==> src/rtl/alu_issue_stage.sv <==
// Registered RV32I decode/issue stage. Decodes opcode, func7_5 and
// alu_control, builds both ALU operands and holds the result in a
// two-entry (OUT + SKID) buffer behind a valid/ready handshake.
module alu_issue_stage #(
    parameter int DW = 32
) (
    input  logic          clk,
    input  logic          rst_n,
    input  logic          flush_i,
    input  logic          in_valid_i,
    output logic          in_ready_o,
    input  logic [31:0]   instr_i,
    input  logic [DW-1:0] pc_i,
    input  logic [DW-1:0] rs1_data_i,
    input  logic [DW-1:0] rs2_data_i,
    output logic          out_valid_o,
    input  logic          out_ready_i,
    output logic [6:0]    opcode_o,
    output logic          func7_5_o,
    output logic [2:0]    alu_control_o,
    output logic [DW-1:0] operand_1_o,
    output logic [DW-1:0] operand_2_o,
    output logic          illegal_o,
    output logic [31:0]   issue_cnt_o
);

    localparam logic [6:0] OP_R      = 7'b0110011;
    localparam logic [6:0] OP_I      = 7'b0010011;
    localparam logic [6:0] OP_LOAD   = 7'b0000011;
    localparam logic [6:0] OP_STORE  = 7'b0100011;
    localparam logic [6:0] OP_BRANCH = 7'b1100011;
    localparam logic [6:0] OP_JAL    = 7'b1101111;
    localparam logic [6:0] OP_JALR   = 7'b1100111;
    localparam logic [6:0] OP_LUI    = 7'b0110111;
    localparam logic [6:0] OP_AUIPC  = 7'b0010111;

    typedef struct packed {
        logic [6:0]    opcode;
        logic          f7_5;
        logic [2:0]    ctl;
        logic [DW-1:0] op1;
        logic [DW-1:0] op2;
        logic          illegal;
    } entry_t;

    logic [6:0]    opcode;
    logic [2:0]    f3;
    logic [6:0]    f7;
    logic [DW-1:0] imm_i;
    logic [DW-1:0] imm_s;
    logic [DW-1:0] imm_b;
    logic [DW-1:0] imm_j;
    logic [DW-1:0] imm_u;
    logic [DW-1:0] shamt;
    entry_t        dec_entry;

    entry_t        out_q, out_d;
    entry_t        skid_q, skid_d;
    logic          out_valid_q, out_valid_d;
    logic          skid_valid_q, skid_valid_d;
    logic [31:0]   cnt_q, cnt_d;

    logic          accept;
    logic          drain;
    logic          out_free;

    assign opcode = instr_i[6:0];
    assign f3     = instr_i[14:12];
    assign f7     = instr_i[31:25];
    assign imm_i  = DW'($signed(instr_i[31:20]));
    assign imm_s  = DW'($signed({instr_i[31:25], instr_i[11:7]}));
    assign imm_b  = DW'($signed({instr_i[31], instr_i[7], instr_i[30:25], instr_i[11:8], 1'b0}));
    assign imm_j  = DW'($signed({instr_i[31], instr_i[19:12], instr_i[20], instr_i[30:21], 1'b0}));
    assign imm_u  = DW'($signed({instr_i[31:12], 12'b0}));
    assign shamt  = DW'(instr_i[24:20]);

    // Decode the incoming instruction into an issue entry; illegal entries keep only the opcode.
    always_comb begin
        dec_entry        = '0;
        dec_entry.opcode = opcode;
        case (opcode)
            OP_R: begin
                dec_entry.ctl  = f3;
                dec_entry.f7_5 = instr_i[30];
                dec_entry.op1  = rs1_data_i;
                dec_entry.op2  = rs2_data_i;
                if (!((f7 == 7'h00) || ((f7 == 7'h20) && ((f3 == 3'b000) || (f3 == 3'b101)))))
                    dec_entry.illegal = 1'b1;
            end
            OP_I: begin
                dec_entry.ctl = f3;
                dec_entry.op1 = rs1_data_i;
                if (f3 == 3'b001) begin
                    dec_entry.f7_5 = instr_i[30];
                    dec_entry.op2  = shamt;
                    if (f7 != 7'h00) dec_entry.illegal = 1'b1;
                end else if (f3 == 3'b101) begin
                    dec_entry.f7_5 = instr_i[30];
                    dec_entry.op2  = shamt;
                    if ((f7 != 7'h00) && (f7 != 7'h20)) dec_entry.illegal = 1'b1;
                end else begin
                    dec_entry.op2 = imm_i;
                end
            end
            OP_LOAD:   begin dec_entry.op1 = rs1_data_i; dec_entry.op2 = imm_i; end
            OP_STORE:  begin dec_entry.op1 = rs1_data_i; dec_entry.op2 = imm_s; end
            OP_BRANCH: begin dec_entry.op1 = pc_i;       dec_entry.op2 = imm_b; end
            OP_JAL:    begin dec_entry.op1 = pc_i;       dec_entry.op2 = imm_j; end
            OP_JALR:   begin dec_entry.op1 = rs1_data_i; dec_entry.op2 = imm_i; end
            OP_LUI:    begin dec_entry.op1 = '0;         dec_entry.op2 = imm_u; end
            OP_AUIPC:  begin dec_entry.op1 = pc_i;       dec_entry.op2 = imm_u; end
            default:   dec_entry.illegal = 1'b1;
        endcase
        if (dec_entry.illegal) begin
            dec_entry.ctl  = '0;
            dec_entry.f7_5 = 1'b0;
            dec_entry.op1  = '0;
            dec_entry.op2  = '0;
        end
    end

    assign in_ready_o = ~skid_valid_q;
    assign accept     = in_valid_i & in_ready_o;
    assign drain      = out_valid_q & out_ready_i;
    assign out_free   = ~out_valid_q | out_ready_i;

    // Skid-buffer next state: SKID always refills OUT before any new entry, flush overrides all moves.
    always_comb begin
        out_valid_d  = out_valid_q;
        out_d        = out_q;
        skid_valid_d = skid_valid_q;
        skid_d       = skid_q;
        cnt_d        = cnt_q + 32'(drain);
        if (flush_i) begin
            out_valid_d  = 1'b0;
            out_d        = '0;
            skid_valid_d = 1'b0;
            skid_d       = '0;
        end else if (out_free) begin
            if (skid_valid_q) begin
                out_valid_d  = 1'b1;
                out_d        = skid_q;
                skid_valid_d = 1'b0;
                skid_d       = '0;
            end else if (accept) begin
                out_valid_d = 1'b1;
                out_d       = dec_entry;
            end else begin
                out_valid_d = 1'b0;
            end
        end else if (accept) begin
            skid_valid_d = 1'b1;
            skid_d       = dec_entry;
        end
    end

    // State registers; reset discards both entries and clears the transfer counter.
    always_ff @(posedge clk or negedge rst_n) begin
        if (!rst_n) begin
            out_valid_q  <= 1'b0;
            out_q        <= '0;
            skid_valid_q <= 1'b0;
            skid_q       <= '0;
            cnt_q        <= '0;
        end else begin
            out_valid_q  <= out_valid_d;
            out_q        <= out_d;
            skid_valid_q <= skid_valid_d;
            skid_q       <= skid_d;
            cnt_q        <= cnt_d;
        end
    end

    assign out_valid_o   = out_valid_q;
    assign opcode_o      = out_q.opcode;
    assign func7_5_o     = out_q.f7_5;
    assign alu_control_o = out_q.ctl;
    assign operand_1_o   = out_q.op1;
    assign operand_2_o   = out_q.op2;
    assign illegal_o     = out_q.illegal;
    assign issue_cnt_o   = cnt_q;

endmodule

==> config.mk <==
export PLATFORM = sky130hd
export DESIGN_NAME = alu_issue_stage
export DESIGN_NICKNAME = d
export VERILOG_FILES = /design/src/rtl/alu_issue_stage.sv
export SDC_FILE = /design/constraint.sdc
export NUM_CORES = 1
export LEC_CHECK = 0
export CAP_MARGIN = 25
export CORE_ASPECT_RATIO = 1.4
export CORE_MARGIN = 4
export CORE_UTILIZATION = 52
export CTS_CLUSTER_SIZE = 25
export DETAILED_ROUTE_END_ITERATION = 6
export PLACE_DENSITY = 0.86
export SLEW_MARGIN = 20
export SYNTH_ARGS = -nofsm -noshare
export SYNTH_HDL_FRONTEND = slang
export SYNTH_SLANG_ARGS = --single-unit
==> constraint.sdc <==
create_clock -name clk -period 4.8 [get_ports clk]
set_input_delay 0.96 -clock clk [delete_from_list [all_inputs] [get_ports clk]]
set_output_delay 0.96 -clock clk [all_outputs]
set_load 0.05 [all_outputs]
# --- Word level (Yosys, flattened, before mapping) ---
# Index checks and enable logic that the tools add are counted.
totals:
  regBits: 186
  output_inout_bits: 110
  word_cells: 75
classes:
  add_sub_neg: 1
  eq_ne: 14
  n_mux: 26
  bitwise_logic: 5
  n_reduce_logical: 14
op_table:
  columns: ["op", "n"]
  rows:
  - ["76-bit 2-to-1 mux", 7]
  - ["64-bit one-hot mux with 8 select lines", 1]
  - ["68-bit 2-to-1 mux", 1]
  - ["33-bit 2-to-1 mux", 1]
  - ["32-bit by 1-bit adder with 32-bit output", 1]
  - ["32-bit 2-to-1 mux", 1]
  - ["7-bit by 6-bit == test with 1-bit output (second input constant)", 4]
  - ["7-bit == test (second input constant)", 3]
  - ["7-bit by 5-bit == test with 1-bit output (second input constant)", 2]
  - ["1-bit 2-to-1 mux", 13]
  - ["4-bit one-hot mux with 2 select lines", 1]
  - ["7-bit by 2-bit == test with 1-bit output (second input constant)", 1]
  - ["7-bit zero test", 1]
  - ["7-bit by 6-bit != test with 1-bit output (second input constant)", 1]
  - ["7-bit nonzero test", 1]
  - ["7-bit OR reduction", 1]
  - ["3-bit nonzero test", 2]
  - ["2-bit AND reduction", 2]
  - ["3-bit by 1-bit == test with 1-bit output (second input constant)", 1]
  - ["3-bit == test (second input constant)", 1]
  - ["3-bit zero test", 1]
  - ["3-bit != test (second input constant)", 1]
  - ["1-bit one-hot mux with 3 select lines", 1]
  - ["1-bit bitwise AND", 2]
  - ["other kinds (6)", 9]

# --- Depth between registers and ports, before layout ---
logic_depth:
  ltp_word: 11
  ltp_mapped: 9
  ltp_nobuf: 8

# --- Worst setup path after synthesis ---
# No wires, ideal clock.
synth_path:
  kind: "input port to flip-flop"
  start: "input port instr_i[3]"
  end: "register out_q (netlist bit operand_2_o[20])"
  setup_time_ps: 144
  arrival_time_ps: 2687
  slack_ps: 1969
  stages: 9
  path_buffers: 4
  path_cell_list: "or3b_4 or3_1 buf_2 a2111oi_4 or4_1 buf_4 buf_8 buf_12 o22ai_2"
synth_via:
  elab_chain_len: 8
  elab_cells_between_ends: 18
  cone_classes: "9 x eq/ne; 7 x mux; 2 x reduce/logical"
synth_lines:
  columns: ["item", "line", "text"]
  rows:
  - ["start, declared", "12", "input logic [31:0] instr_i,"]
  - ["7-bit by 5-bit == test with 1-bit output, or another cell as far along", "81", "case (opcode)"]
  - ["7-bit OR reduction (no source line) or 2-bit OR reduction (tied branches)", null, null]
  - ["1-bit one-hot mux with 3 select lines or 64-bit one-hot mux with 8 select lines (tied branches)", "81", null]
  - ["68-bit 2-to-1 mux (*)", "114", "if (dec_entry.illegal) begin"]
  - ["76-bit 2-to-1 mux (*)", "145", "end else if (accept) begin"]
  - ["76-bit 2-to-1 mux (*)", "140", "if (skid_valid_q) begin"]
  - ["76-bit 2-to-1 mux (*)", "139", "end else if (out_free) begin"]
  - ["76-bit 2-to-1 mux (*)", "134", "if (flush_i) begin"]
  - ["end signal, assigned", "167", "out_q <= out_d;"]
  - ["end, declared", "57", "entry_t out_q, out_d;"]
# Every way passes the cells marked *; elsewhere a longest branch is shown, timed or not. The select of a mux whose other input is x is not followed.
# A chain may end at the register's enable or synchronous reset.

# --- Worst setup path in the final report ---
layout_path:
  start: "input port instr_i[4]"
  end: "register skid_q[54] (netlist bit)"
layout_via:
  elab_chain_len: 7
  elab_cells_between_ends: 17
  cone_classes: "9 x eq/ne; 6 x mux; 2 x reduce/logical"
layout_lines:
  columns: ["item", "line", "text"]
  rows:
  - ["7-bit by 5-bit == test with 1-bit output, or another cell as far along", "81", null]
  - ["7-bit OR reduction (no source line) or 2-bit OR reduction (tied branches)", null, null]
  - ["1-bit one-hot mux with 3 select lines or 64-bit one-hot mux with 8 select lines (tied branches)", "81", null]
  - ["68-bit 2-to-1 mux (*)", "114", null]
  - ["76-bit 2-to-1 mux (*)", "151", "end else if (accept) begin"]
  - ["76-bit 2-to-1 mux (*)", "139", null]
  - ["76-bit 2-to-1 mux (*)", "134", null]
  - ["end signal, assigned", "169", "skid_q <= skid_d;"]
  - ["end, declared", "58", "entry_t skid_q, skid_d;"]
# Marked as above.

==> key figures <==
Detailed routing
  • First-pass DRT Iterations: 7
  • DRT antenna net count: 0
  • Number of remaining DRC errors: 0
  • Drt wl/cell: 19.9 um
  • Starting DRT DRC Count: 747
  • Vias: 7408
  • Drt total wl: 24600 um
  • Routed vias/inst: 5.98

Global routing
  • GRT Overall Usage: 26.5%
  • Vias in the first global route: 7424
  • Initial antenna violation count: 0
  • First-pass GRT wire length: 38500 um
  • Largest net degree at the start of global routing: 125
  • Gr ovfl total: 0

Cells and area
  • Fraction of layout cells with a size suffix above 1: 7.99%
  • # fillers: 1182
  • Most frequent cells in the layout: 241 x clkdlybuf4s50_1, 186 x dfrtp_1, 110 x o21ai_0, 95 x a22oi_1, 88 x nand2_1
  • Final nets: 1161
  • Synth-to-layout area growth: 37.3%
  • Most common cell after layout, fill and taps aside: clkdlybuf4s50_1
  • Antenna diodes: 0

Clock tree
  • Clock sinks: 186
  • Worst-path clk slew: 0.07 ns
  • CTS max path bufs: 2
  • Post-cts sizing count: 0
  • Worst-Skew Late Latency: 0.43 ns
  • Postcts setup bufs: 0
  • CTS tree: built
  • Hold-fix buffer count after cts: 0
  • Root Driver: clkbuf_16
  • CTS buffer count: 17
  • Htree depth: 4

Timing
  • Final-report max-slew violation count: 0
  • Worst setup margin: 1.09 ns
  • Fin crit period: 3.71 ns
  • Setup_tns: 0 ns
  • RSZ-0062 raised after global routing: false
  • Max frequency: 270 MHz
  • Hold violation total from the final report: 0
  • Crit share post-route: 77.3%
  • Max-slew headroom: 38.6%
  • Worst slew pin tran: 0.921 ns
  • Final-report setup violation count: 0
  • Final setup skew: 0.00995 ns

Setup path
  • Worst EP required: 5.06 ns
  • Crit path max fanout: 68
  • Crit path cell chain: clkdlybuf4s50_1, or3b_4, or3_1, a2111oi_4, or4b_4, o21ai_0
  • WP buf/inv: 1
  • Setup crit end kind: flop
  • Startpoint Class: primary input
  • Max incr delay on CP: 0.79 ns
  • CP max stage cell: clkdlybuf4s50_1
  • Family with the most delay on the worst path: simple AND/OR/NAND/NOR gates
  • Critical path data arrival time: 3.97 ns
  • WS Path Type: primary input to flop

Power and ir drop
  • Leak: 4.71 nW
  • Max IR drop VDD: 0.409 mV
  • Power density cells: 297 mW/mm^2

Place
  • Place WS: 0.614 ns
  • Detailed Place HPWL: 17200 um
  • PortBufs: 242
  • Routability congestion estimate: 0.900

Flow run
  • Max_cap viols: 0

Floorplan
  • Initial Util: 52.7%
  • Die H: 159 um
  • I/O pin cnt: 243
  • Die area: 0.0185 mm^2
  • Core area: 0.0161 mm^2
  • Die X: 116 um
  • Row count: 55

Synthesis
  • Top FF cell, synth: dfrtp_1
  • Synth Area per Inst: 10.4 um^2
  • Post-synthesis mux area share: 0.958%
  • Register bit total from synthesis: 186
  • Synthesized area: 0.00849 mm^2
  • Post-synthesis sequential area ratio: 54.9%
  • Post-synthesis compound-gate area fraction: 25.1%
  • Synth Area in Adders: 0.295%
  • Synth cell types: 58
  • Main area contributors after synthesis: dfrtp_1 55%, a22oi_1 8.4%, o21ai_0 6.5%, nand2_1 3.9%, xnor2_1 2.4%
  • Number of synthesized flops with an enable pin: 0
  • Post-Synth XOR/XNOR Area: 3.30%
  • Yosys top cell area share: 54.9%
  • Largest family of logic cells by synthesized area: compound AO/OA/AOI/OAI gates
  • Ys async rst share: 100%
  • Synthesized instance count: 813
  • Cell taking the most area after synthesis: dfrtp_1
  • Simple-gate share of the synthesized area: 11.3%
  • Syn_nets: 948
  • Synth warn: 0

Worst hold path
  • Worst hold path class: flop to flop

Run status
  • Status: completed
-- sequential cells by signal, summed over array words and instances (netlist names) --
register / flops
operand_1_o: 32
alu_control_o: 3
skid_q: 76
opcode_o: 7
illegal_o: 1
operand_2_o: 32
out_valid_o: 1
func7_5_o: 1
skid_valid_q: 1
issue_cnt_o: 32
-- worst register-to-register path, stage by stage, from the launching register on --
cell	delay, ns
dfrtp_1	0.95
o21ai_1	0.15
buf_4	0.23
or3_1	0.36
or4_2	0.95
buf_12	0.28
o21ai_0	0.24
-- area by class of cell --
| cell class | instances | area, um^2 | area share (%) |
|---|---|---|---|
| well taps | 199 | 249 | 2.14 |
| clock inverters | 13 | 145 | 1.25 |
| inverters | 9 | 33.8 | 0.290 |
| flip-flops and latches | 186 | 4650 | 40.0 |
| clock buffers | 19 | 433 | 3.72 |
| repair buffers | 259 | 2620 | 22.5 |
| multi-input cells | 553 | 3510 | 30.1 |
-- through the flow --
| step | std cells | power [mW] | hold WS [ns] | instance area [um^2] | util (%) |
|---|---|---|---|---|---|
| 4_1_cts | 1237 | 3.48 | 0.474 | 11600 | 72.2 |
| 2_1_floorplan | 813 | 1.85 | 0.438 | 8490 | - |
| 6_report | 1238 | 3.46 | 0.467 | 11600 | 72.3 |
| 5_1_grt | 1238 | 3.57 | 0.494 | 11600 | 72.3 |
| 3_5_place_dp | 1205 | 2.11 | 0.462 | 11000 | 68.6 |
| 3_3_place_gp | 1205 | 2.10 | 0.454 | 11000 | 68.6 |
-- cells in the mapped netlist, types with 3 or more instances --
master	number
o31ai_1	6
clkbuf_2	6
o21ai_0	110
mux2i_1	7
o21ai_2	9
nor3b_1	3
o22ai_2	11
and2_1	4
xnor2_1	23
a222oi_1	11
nor4_1	3
a22oi_1	95
inv_1	9
nand4_1	6
nand2_1	88
or2_2	3
clkbuf_1	46
o21ai_1	8
a221oi_1	9
nor2b_1	8
nand3_1	18
a211oi_1	8
nand2b_1	3
xor2_1	9
or3_1	3
nor3_1	6
dfrtp_1	186
a21oi_1	24
buf_2	5
a22o_1	7
nor2_1	29
and3_1	17
-- power by group --
part	total, mW	switching (mW)	internal [mW]
combinational	0.450	0.261	0.189
sequential	1.63	0.0329	1.60
clock	1.38	0.607	0.773
-- worst paths after layout --
| check | slack [ns] | start | end | depth (start not counted) |
|---|---|---|---|---|
| worst min-delay path | 0.47 | issue_cnt_o[31] | issue_cnt_o[31] | 1 |
| worst max-delay path | 1.09 | instr_i[4] | skid_q[54] | 6 |
| max in group asynchronous | 3.62 | rst_n | skid_q[55] | 2 |
| min in group asynchronous | 0.48 | rst_n | opcode_o[5] | 1 |
| worst max register to register | 1.54 | skid_valid_q | operand_1_o[31] | 6 |
| worst min register to register | 0.47 | issue_cnt_o[31] | issue_cnt_o[31] | 1 |
-- routing by layer --
layer / track usage (%) / vias up / share of wire, % / routed length, um
li1: - / 3430 / - / -
met1: 33.3 / 3639 / 39 / 9700
met5: 0 / - / 0 / 0
met2: 43.1 / 292 / 50 / 12200
met3: 6.96 / 47 / 7.7 / 1890
met4: 11.1 / 0 / 3.4 / 845
-- kinds of logic after synthesis --
kind of cell,after synthesis
AO/OA/AOI/OAI,312
AND/OR/NAND/NOR,199
flip-flops,186
buffers and inverters,74
XOR/XNOR,32
multiplexers,8
adder cells (fa/ha/maj),2
Note: power is estimated with default switching activity, not from simulation.
